[src/rtl/decoder_scan.sv]
// Binary-to-one-hot decoder with direct select or prescaled auto-scan.
// All outputs come straight from flops; reset is asynchronous.
module decoder_scan #(
  parameter int W          = 2,
  parameter int PRESC      = 4,
  parameter bit ACTIVE_LOW = 1'b0
) (
  input  logic              clk,
  input  logic              reset,
  input  logic              en,
  input  logic              mode,
  input  logic [W-1:0]      binary_in,
  output logic [2**W-1:0]   one_hot_out,
  output logic [W-1:0]      sel_out,
  output logic              tick,
  output logic              wrap
);

  localparam int N  = 2**W;
  localparam int PW = (PRESC > 1) ? $clog2(PRESC) : 1;

  localparam logic [PW-1:0] PC_TOP  = PW'(PRESC - 1);
  localparam logic [W-1:0]  IDX_TOP = W'(N - 1);
  localparam logic [N-1:0]  ONE     = N'(1);

  logic [PW-1:0] pc_q, pc_d;
  logic [W-1:0]  idx_q, idx_d;
  logic [N-1:0]  oh_q, oh_d;
  logic          tick_q, tick_d;
  logic          wrap_q, wrap_d;
  logic          step;

  always_comb begin
    step   = (pc_q == PC_TOP);
    pc_d   = pc_q;
    idx_d  = idx_q;
    oh_d   = '0;
    tick_d = 1'b0;
    wrap_d = 1'b0;
    unique case (1'b1)
      !en: begin
      end
      en && !mode: begin
        idx_d = binary_in;
        pc_d  = '0;
        oh_d  = ONE << binary_in;
      end
      en && mode: begin
        pc_d   = step ? '0 : pc_q + 1'b1;
        idx_d  = step ? idx_q + 1'b1 : idx_q;
        tick_d = step;
        wrap_d = step && (idx_q == IDX_TOP);
        oh_d   = ONE << idx_d;
      end
      default: begin
      end
    endcase
  end

  always_ff @(posedge clk or posedge reset) begin
    if (reset) begin
      pc_q   <= '0;
      idx_q  <= '0;
      oh_q   <= '0;
      tick_q <= 1'b0;
      wrap_q <= 1'b0;
    end else begin
      pc_q   <= pc_d;
      idx_q  <= idx_d;
      oh_q   <= oh_d;
      tick_q <= tick_d;
      wrap_q <= wrap_d;
    end
  end

  // Polarity flip sits after the flop, so reset yields all-inactive either way.
  assign one_hot_out = ACTIVE_LOW ? ~oh_q : oh_q;
  assign sel_out     = idx_q;
  assign tick        = tick_q;
  assign wrap        = wrap_q;

endmodule

[config.mk]
export PLATFORM = sky130hd
export DESIGN_NAME = decoder_scan
export DESIGN_NICKNAME = d
export VERILOG_FILES = /design/src/rtl/decoder_scan.sv
export SDC_FILE = /design/constraint.sdc
export NUM_CORES = 1
export LEC_CHECK = 0
export CAP_MARGIN = 20
export CORE_AREA = 2 2 39 41
export DETAILED_ROUTE_END_ITERATION = 16
export DIE_AREA = 0 0 41 43
export HOLD_SLACK_MARGIN = 0.03
export RECOVER_POWER = 25
export SKIP_LAST_GASP = 1
export SYNTH_ARGS = -nofsm -noshare
export SYNTH_HDL_FRONTEND = slang
export SYNTH_SLANG_ARGS = --single-unit
export TNS_END_PERCENT = 20
[constraint.sdc]
create_clock -name clk -period 3.96 [get_ports clk]
set_clock_uncertainty 0.1 [all_clocks]
set_input_delay 0.99 -clock clk [delete_from_list [all_inputs] [get_ports clk]]
set_output_delay 0.99 -clock clk [all_outputs]
set_load 0.02 [all_outputs]
# Yosys cells after proc, flatten, opt, wreduce, memory -nomap -nowiden
# Index checks and enable logic that the tools add are counted.
# totals
reg_bits	10
latch_bits	0
ramBits	0
mem_bits_ro	0
inputBits	6
output_inout_bits	8
wordCells	23
memories	0
# classes
addsub	2
multipliers	0
n_div	0
magnitude_cmp	0
eq_ne	2
shift	2
mux	7
n_bitwise	0
reduce_logical	5
# ops
cell	count
one-hot mux 2 bit (2 select lines)	2
one-hot mux 4 bit (2 select lines)	1
left shift 1 x 2 -> 4 bit, first input constant	2
adder 2 x 1 -> 2 bit, second input constant	2
== test 2 bit, second input constant	2
2-to-1 mux 2 bit	2
logical AND 1 bit	3
2-to-1 mux 1 bit	2
nonzero test 2 bit	1
zero test 1 bit	1

# Longest topological paths before layout
# Gate-level depths: netlist of the first run.
# logic_depth
ltp_word	4
mapped_depth	4
depth_no_buf	4

# Worst setup path after synthesis of the first run
# Ideal clock, no wire load.
# synth_timing
path_type	input port to flip-flop
start	input port en
end	register oh_q[0], in the netlist one_hot_out[0]
setup_ns	0.068
t_arrival_ns	1.541
required_time_ns	3.792
setup_slack_ns	2.251
cell_stages	3
n_path_buf	0
cell_sequence	and2_4 -> mux2i_4 -> nor2b_4
# synth_between
elab_chain_cells	2
word_cells_on_any_way	3
classes_between	mux: 1; reduce/logical: 2
# synth_lines
element	line_no	source
start, declared	10	input logic en,
logical AND 1 bit, on equally long branches	48, 43	
one-hot mux 4 bit (2 select lines) *	40	unique case (1'b1)
named net oh_d[0]	28	logic [N-1:0] oh_q, oh_d;
end signal, assigned	70	oh_q <= oh_d;
end, declared	28	
# The timed path passes the listed nets; every way through them passes the cells marked *.
# A chain may end at the register's enable or synchronous reset.

# Worst setup path in the final report of the first run
# layout_timing
start	register idx_q[0], in the netlist sel_out[0]
end	output port sel_out[0]
# layout_rtl
element	line_no	source
start, declared	27	logic [W-1:0] idx_q, idx_d;
start signal, assigned	69	idx_q <= idx_d;
end, declared	14	output logic [W-1:0] sel_out,
# No word-level cell between the ends.

==> results of run 1 <==
[sequential cells by signal, indices dropped and copies added, names as in the netlist]
signal       count
pc_q             2
tick             1
sel_out          2
one_hot_out      4
wrap             1
[metal layers]
metal / global-route usage [%] / share of wire [%] / vias to the layer above / routed length (um)
met4: 4.00 / 0 / 0 / 0
met5: 0 / 0 / - / 0
met1: 15.3 / 44 / 165 / 360
met2: 17.5 / 49 / 10 / 396
li1: - / - / 168 / -
met3: 6.28 / 6.9 / 0 / 56
[path summary, 6_finish.rpt]
| path | from | endpoint | slack, ns | depth (start not counted) |
|---|---|---|---|---|
| max in group asynchronous | reset | wrap | 2.46 | 2 |
| min | pc_q[0] | pc_q[0] | 0.45 | 1 |
| min in group asynchronous | reset | one_hot_out[1] | 1.03 | 2 |
| min reg2reg | pc_q[0] | pc_q[0] | 0.45 | 1 |
| max reg2reg | sel_out[0] | one_hot_out[0] | 2.38 | 4 |
| max | sel_out[0] | sel_out[0] | 1.47 | 1 |
[kinds of logic (layout without fill, tap and decap cells)]
logic type               after synthesis  count (layout)  synth area share, %
XOR/XNOR                               2               2                 3.64
multiplexers                           2               2                 7.79
buffers and inverters                  2              19                 1.56
flip-flops                            10              10                 51.9
AND/OR/NAND/NOR                       11              11                 14.8
adder cells (fa/ha/maj)                3               3                 7.79
AO/OA/AOI/OAI                          8               8                 12.5
[layout make-up]
type	instances	area [um^2]	area share, %
clock buffer	4	36.3	5.43
inverter	2	7.51	1.12
multi-input combinational	26	224	33.5
sequential	10	250	37.5
tap	16	20.0	3.00
timing repair buffer	13	130	19.5
[Yosys cell counts]
master / n / area [um^2]
a211oi_2: 1 / 12.5
a21o_1: 1 / 7.51
a21oi_1: 2 / 10.0
a22o_1: 1 / 8.76
a22oi_1: 1 / 7.51
a31o_2: 1 / 8.76
and2_1: 1 / 6.26
and2_4: 1 / 8.76
and3_1: 1 / 6.26
and3_2: 1 / 7.51
dfrtp_1: 10 / 250
ha_1: 3 / 37.5
inv_1: 2 / 7.51
mux2_4: 1 / 15.0
mux2i_4: 1 / 22.5
nand2_1: 1 / 3.75
nand2b_1: 1 / 6.26
nor2_1: 2 / 7.51
nor2b_1: 1 / 6.26
nor2b_4: 1 / 13.8
nor3_1: 1 / 5.00
o21ai_1: 1 / 5.00
xnor2_1: 2 / 17.5
[power breakdown]
group | internal (mW) | switching (mW) | total, mW
clock network | 0.0559 | 0.0361 | 0.0919
logic | 0.0338 | 0.0291 | 0.0630
registers | 0.111 | 0.00850 | 0.120
total | 0.201 | 0.0737 | 0.275
[cells in the final DEF (no fill, tap or decap), types with 2 or more instances in the layout]
cell	synthesis	routed
dfrtp_1	10	10
xnor2_1	2	2
ha_1	3	3
clkdlybuf4s50_1	0	12
inv_1	2	2
a21oi_1	2	2
clkbuf_4	0	3
nor2_1	2	2
[per-stage QoR]
| step | hold WS [ns] | std cells | power, mW | setup slack, ns |
|---|---|---|---|---|
| 2_1_floorplan | 0.409 | 38 | 0.160 | 2.25 |
| 3_3_place_gp | 0.430 | 67 | 0.185 | 1.61 |
| 3_5_place_dp | 0.433 | 67 | 0.186 | 1.58 |
| 4_1_cts | 0.452 | 71 | 0.278 | 1.47 |
| 5_1_grt | 0.488 | 71 | 0.293 | 1.43 |
| 6_report | 0.453 | 71 | 0.275 | 1.47 |
==> reports/summary.txt, run 1 <==
Max Cap Viol: 0
relative slew slack: 75.5%
HP Class: register to register
Crit path max-delay family: buffers and inverters
drt first pass iters: 2
Yosys warning count: 0
PortBufs: 13
Die ar.: 1760 um^2
Synth Register Bits: 10
DRT antenna net count: 0
buffers and inverters on the worst path: 1
leak pwr: 0.315 nW
post-layout instance area: 668 um^2
vias in the first global route: 325
CTS Sinks: 10
Final period util: 62.8%
Arr. time, crit path: 1.40 ns
fillers: 142
starting density of the core: 34.8%
root buf cell: clkbuf_4
CTS resizes: 0
Worst-Skew Late Latency: 0.26 ns
Mapped Cells: 38
Critical-path top delay cell: clkdlybuf4s50_1
Die Span Y: 43 um
I/O pin cnt: 14
DR vias/cell: 4.83
largest net degree at the start of global routing: 11
initial antenna violation count: 0
DRC viols: 0
Final min period: 2.49 ns
Fmax achieved: 402 MHz
Total Routing Usage GR: 12.2%
Crit Path Class: register to output pin
layout cells sized above 1: 20.0%
Die W: 41 um
Final Slew Violations: 0
fin util: 48.3%
ant diodes: 0
worst-path fanout max: 6
synthesized cell area: 482 um^2
Worst Path Required: 2.87 ns
TNS Setup: 0 ns
CTS Buffer Depth: 2
worst-margin pin slew: 0.367 ns
CP Capture Type: output pin
Post-CTS Hold Buffers: 0
initial drt markers: 1
final WL: 813 um
Pwr Density: 411 nW/um^2
H-tree lvl count: 1
post-synthesis sequential area ratio: 51.9%
GRT Residual Overflow: 0
Netlist cell types: 23
final setup violation count: 0
global placement routability congestion: 0.739
Area growth syn-to-layout: 38.7%
Core ar.: 1380 um^2
Vias: 343
wire per inst: 11.5 um
CTS tree: yes
first-pass GRT wire length: 1.43 mm
Cell Area, Placed: 632 um^2
row count: 14
Worst VDD drop: 0.278 mV
Mean Syn Cell Area: 12.7 um^2
critical path launch point type: register
crit-path max cell delay: 0.65 ns
RSZ-0062 raised after global routing: false
crit-path cells: clkdlybuf4s50_1
outcome: finished clean
dpl hpwl: 633 um
setup bufs post-CTS: 0
TritonCTS buffer count: 3
register clock-pin slew on the reported worst setup and hold paths: 0.07 ns
Syn Nets: 47
Fin. Hold Viols: 0
final layout net count: 65
Note: power is estimated with default switching activity, not from simulation.
==> inputs of run 2 (changes only) <==
PLACE_DENSITY = 0.66   (was unset)
clock period = 2.03 ns   (was 3.96 ns; I/O delays follow)
==> reports/summary.txt, run 2 (synthesized netlist as in run 1, its figures left out) <==
Max Cap Viol: 0 (unchanged)
Worst-Skew Late Latency: 0.26 ns (about the same)
RSZ-0062 raised after global routing: false
crit-path cells: clkdlybuf4s50_1
Crit path max-delay family: buffers and inverters
Critical-path top delay cell: clkdlybuf4s50_1
Total Routing Usage GR: 11.8% (-0.35 points)
fin util: 49.4% (+1.1 points)
DRT antenna net count: 0 (unchanged)
fin cells: 73 (+2.8%)
internal power: 0.397 mW (+98%)
worst-path fanout max: 4 (-2)
PortBufs: 13 (unchanged)
final layout net count: 67 (+3.1%)
Worst VDD drop: 0.247 mV (-11%)
wire per inst: 12.1 um (+5.5%)
leak pwr: 0.324 nW (+3.0%)
Arr. time, crit path: 1.28 ns (-0.12 ns)
Sw Ratio: 27.0% (+0.13 points)
max FFs per register: 4 (unchanged)
initial antenna violation count: 0 (unchanged)
crit-path max cell delay: 0.62 ns (-0.03 ns)
most common cell after layout, fill and taps aside: clkdlybuf4s50_1
CTS tree: yes
vias in the first global route: 325 (unchanged)
HP Class: register to register
DR vias/cell: 4.74 (-1.9%)
Final min period: 1.89 ns
CTS resizes: 0 (unchanged)
worst-margin pin slew: 0.370 ns (+0.00265 ns)
Post-CTS Hold Buffers: 0 (unchanged)
Final Slew Violations: 0 (unchanged)
Vias: 346 (+0.87%)
CTS Sinks: 10 (unchanged)
critical path launch point type: register
CP Capture Type: output pin
initial drt markers: 1 (unchanged)
setup bufs post-CTS: 0 (unchanged)
Die ar.: 1760 um^2 (unchanged)
global placement routability congestion: 0.718 (-2.8%)
relative slew slack: 75.3% (-0.20 points)
H-tree lvl count: 1 (unchanged)
DRC viols: 0 (unchanged)
Fin. Hold Viols: 0 (unchanged)
Logic pwr share: 24.8% (+1.9 points)
outcome: finished clean
ant diodes: 0 (unchanged)
TritonCTS buffer count: 3 (unchanged)
starting density of the core: 34.8% (unchanged)
dpl hpwl: 714 um (+13%)
register clock-pin slew on the reported worst setup and hold paths: 0.07 ns (about the same)
Final period util: 93.1%
Die Span Y: 43 um (unchanged)
largest net degree at the start of global routing: 11 (unchanged)
GRT Residual Overflow: 0 (unchanged)
first-pass GRT wire length: 1.38 mm (-3.4%)
Area growth syn-to-layout: 41.8%
Worst Path Required: 1.42 ns (-1.45 ns)
Crit Path Class: register to output pin
R2R cell count: 5 (+1)
Pwr Total: 0.544 mW (+98%)
row count: 14 (unchanged)
sequential power share: 42.2% (-1.4 points)
I/O pin cnt: 14 (unchanged)
WHS Path Cells: 1 (unchanged)
Pwr Density: 796 nW/um^2 (+94%)
root buf cell: clkbuf_4
buffers and inverters on the worst path: 1 (unchanged)
Core ar.: 1380 um^2 (unchanged)
Die W: 41 um (unchanged)
cell depth of the worst setup path: 1 (unchanged)
Fmax achieved: 529 MHz
final setup violation count: 0 (unchanged)
NetSw: 0.147 mW (+99%)
Placed Instances: 69 (+3.0%)
layout cells sized above 1: 22.8% (+2.8 points)
final WL: 882 um (+8.5%)
drt first pass iters: 4 (+2)
CTS Buffer Depth: 2 (unchanged)
TNS Setup: 0 ns (unchanged)
commonest cells after routing, fill and taps aside: clkdlybuf4s50_1, dfrtp_1, ha_1, clkbuf_4
clock power share: 33.0% (-0.5 points)
[run 2: cell types whose count changed in the layout (fill, tap and decap cells not counted), sizes merged]
cell / previous run / this run
buf: 0 / 2
[run 2: metrics by stage]
step           cell area (um^2)  setup WS (ns)  hold WS (ns)
6_report                    683          0.140         0.454
5_1_grt                     683         0.0874         0.468
4_1_cts                     683          0.132         0.428
3_5_place_dp                647          0.143         0.442
3_3_place_gp                647          0.181         0.431
2_1_floorplan               482          0.465         0.248
[run 2: area by class of cell]
class | instances | area, um^2
multi-input combinational | 26 | 224
tap | 16 | 20.0
clock buffer | 4 | 36.3
inverter | 2 | 7.51
fill | 143 | 701
timing repair buffer | 15 | 145
sequential | 10 | 250
[run 2: power by group through the flow]
stage | registers (mW) | logic [mW] | clock network (mW)
4_1_cts | 0.230 | 0.136 | 0.185
6_report | 0.230 | 0.135 | 0.179
3_5_place_dp | 0.234 | 0.136 | 0
2_1_floorplan | 0.250 | 0.0625 | 0
5_1_grt | 0.232 | 0.148 | 0.197
3_3_place_gp | 0.234 | 0.135 | 0
[run 2: final timing paths]
kind / from / endpoint / slack, ns
min in group asynchronous: reset / one_hot_out[3] / 0.55
min reg2reg: pc_q[0] / pc_q[0] / 0.45
max in group asynchronous: reset / pc_q[1] / 1.01
max reg2reg: sel_out[0] / one_hot_out[0] / 0.40
max: sel_out[1] / sel_out[1] / 0.14
min: pc_q[0] / pc_q[0] / 0.45
[run 2: routing by layer]
layer / up-vias / GRT usage [%] / part of all wire [%]
met5: - / 0 / 0
met3: 0 / 4.71 / 6.0
met1: 159 / 13.8 / 41
li1: 172 / - / -
met4: 0 / 4.00 / 0
met2: 15 / 18.8 / 53
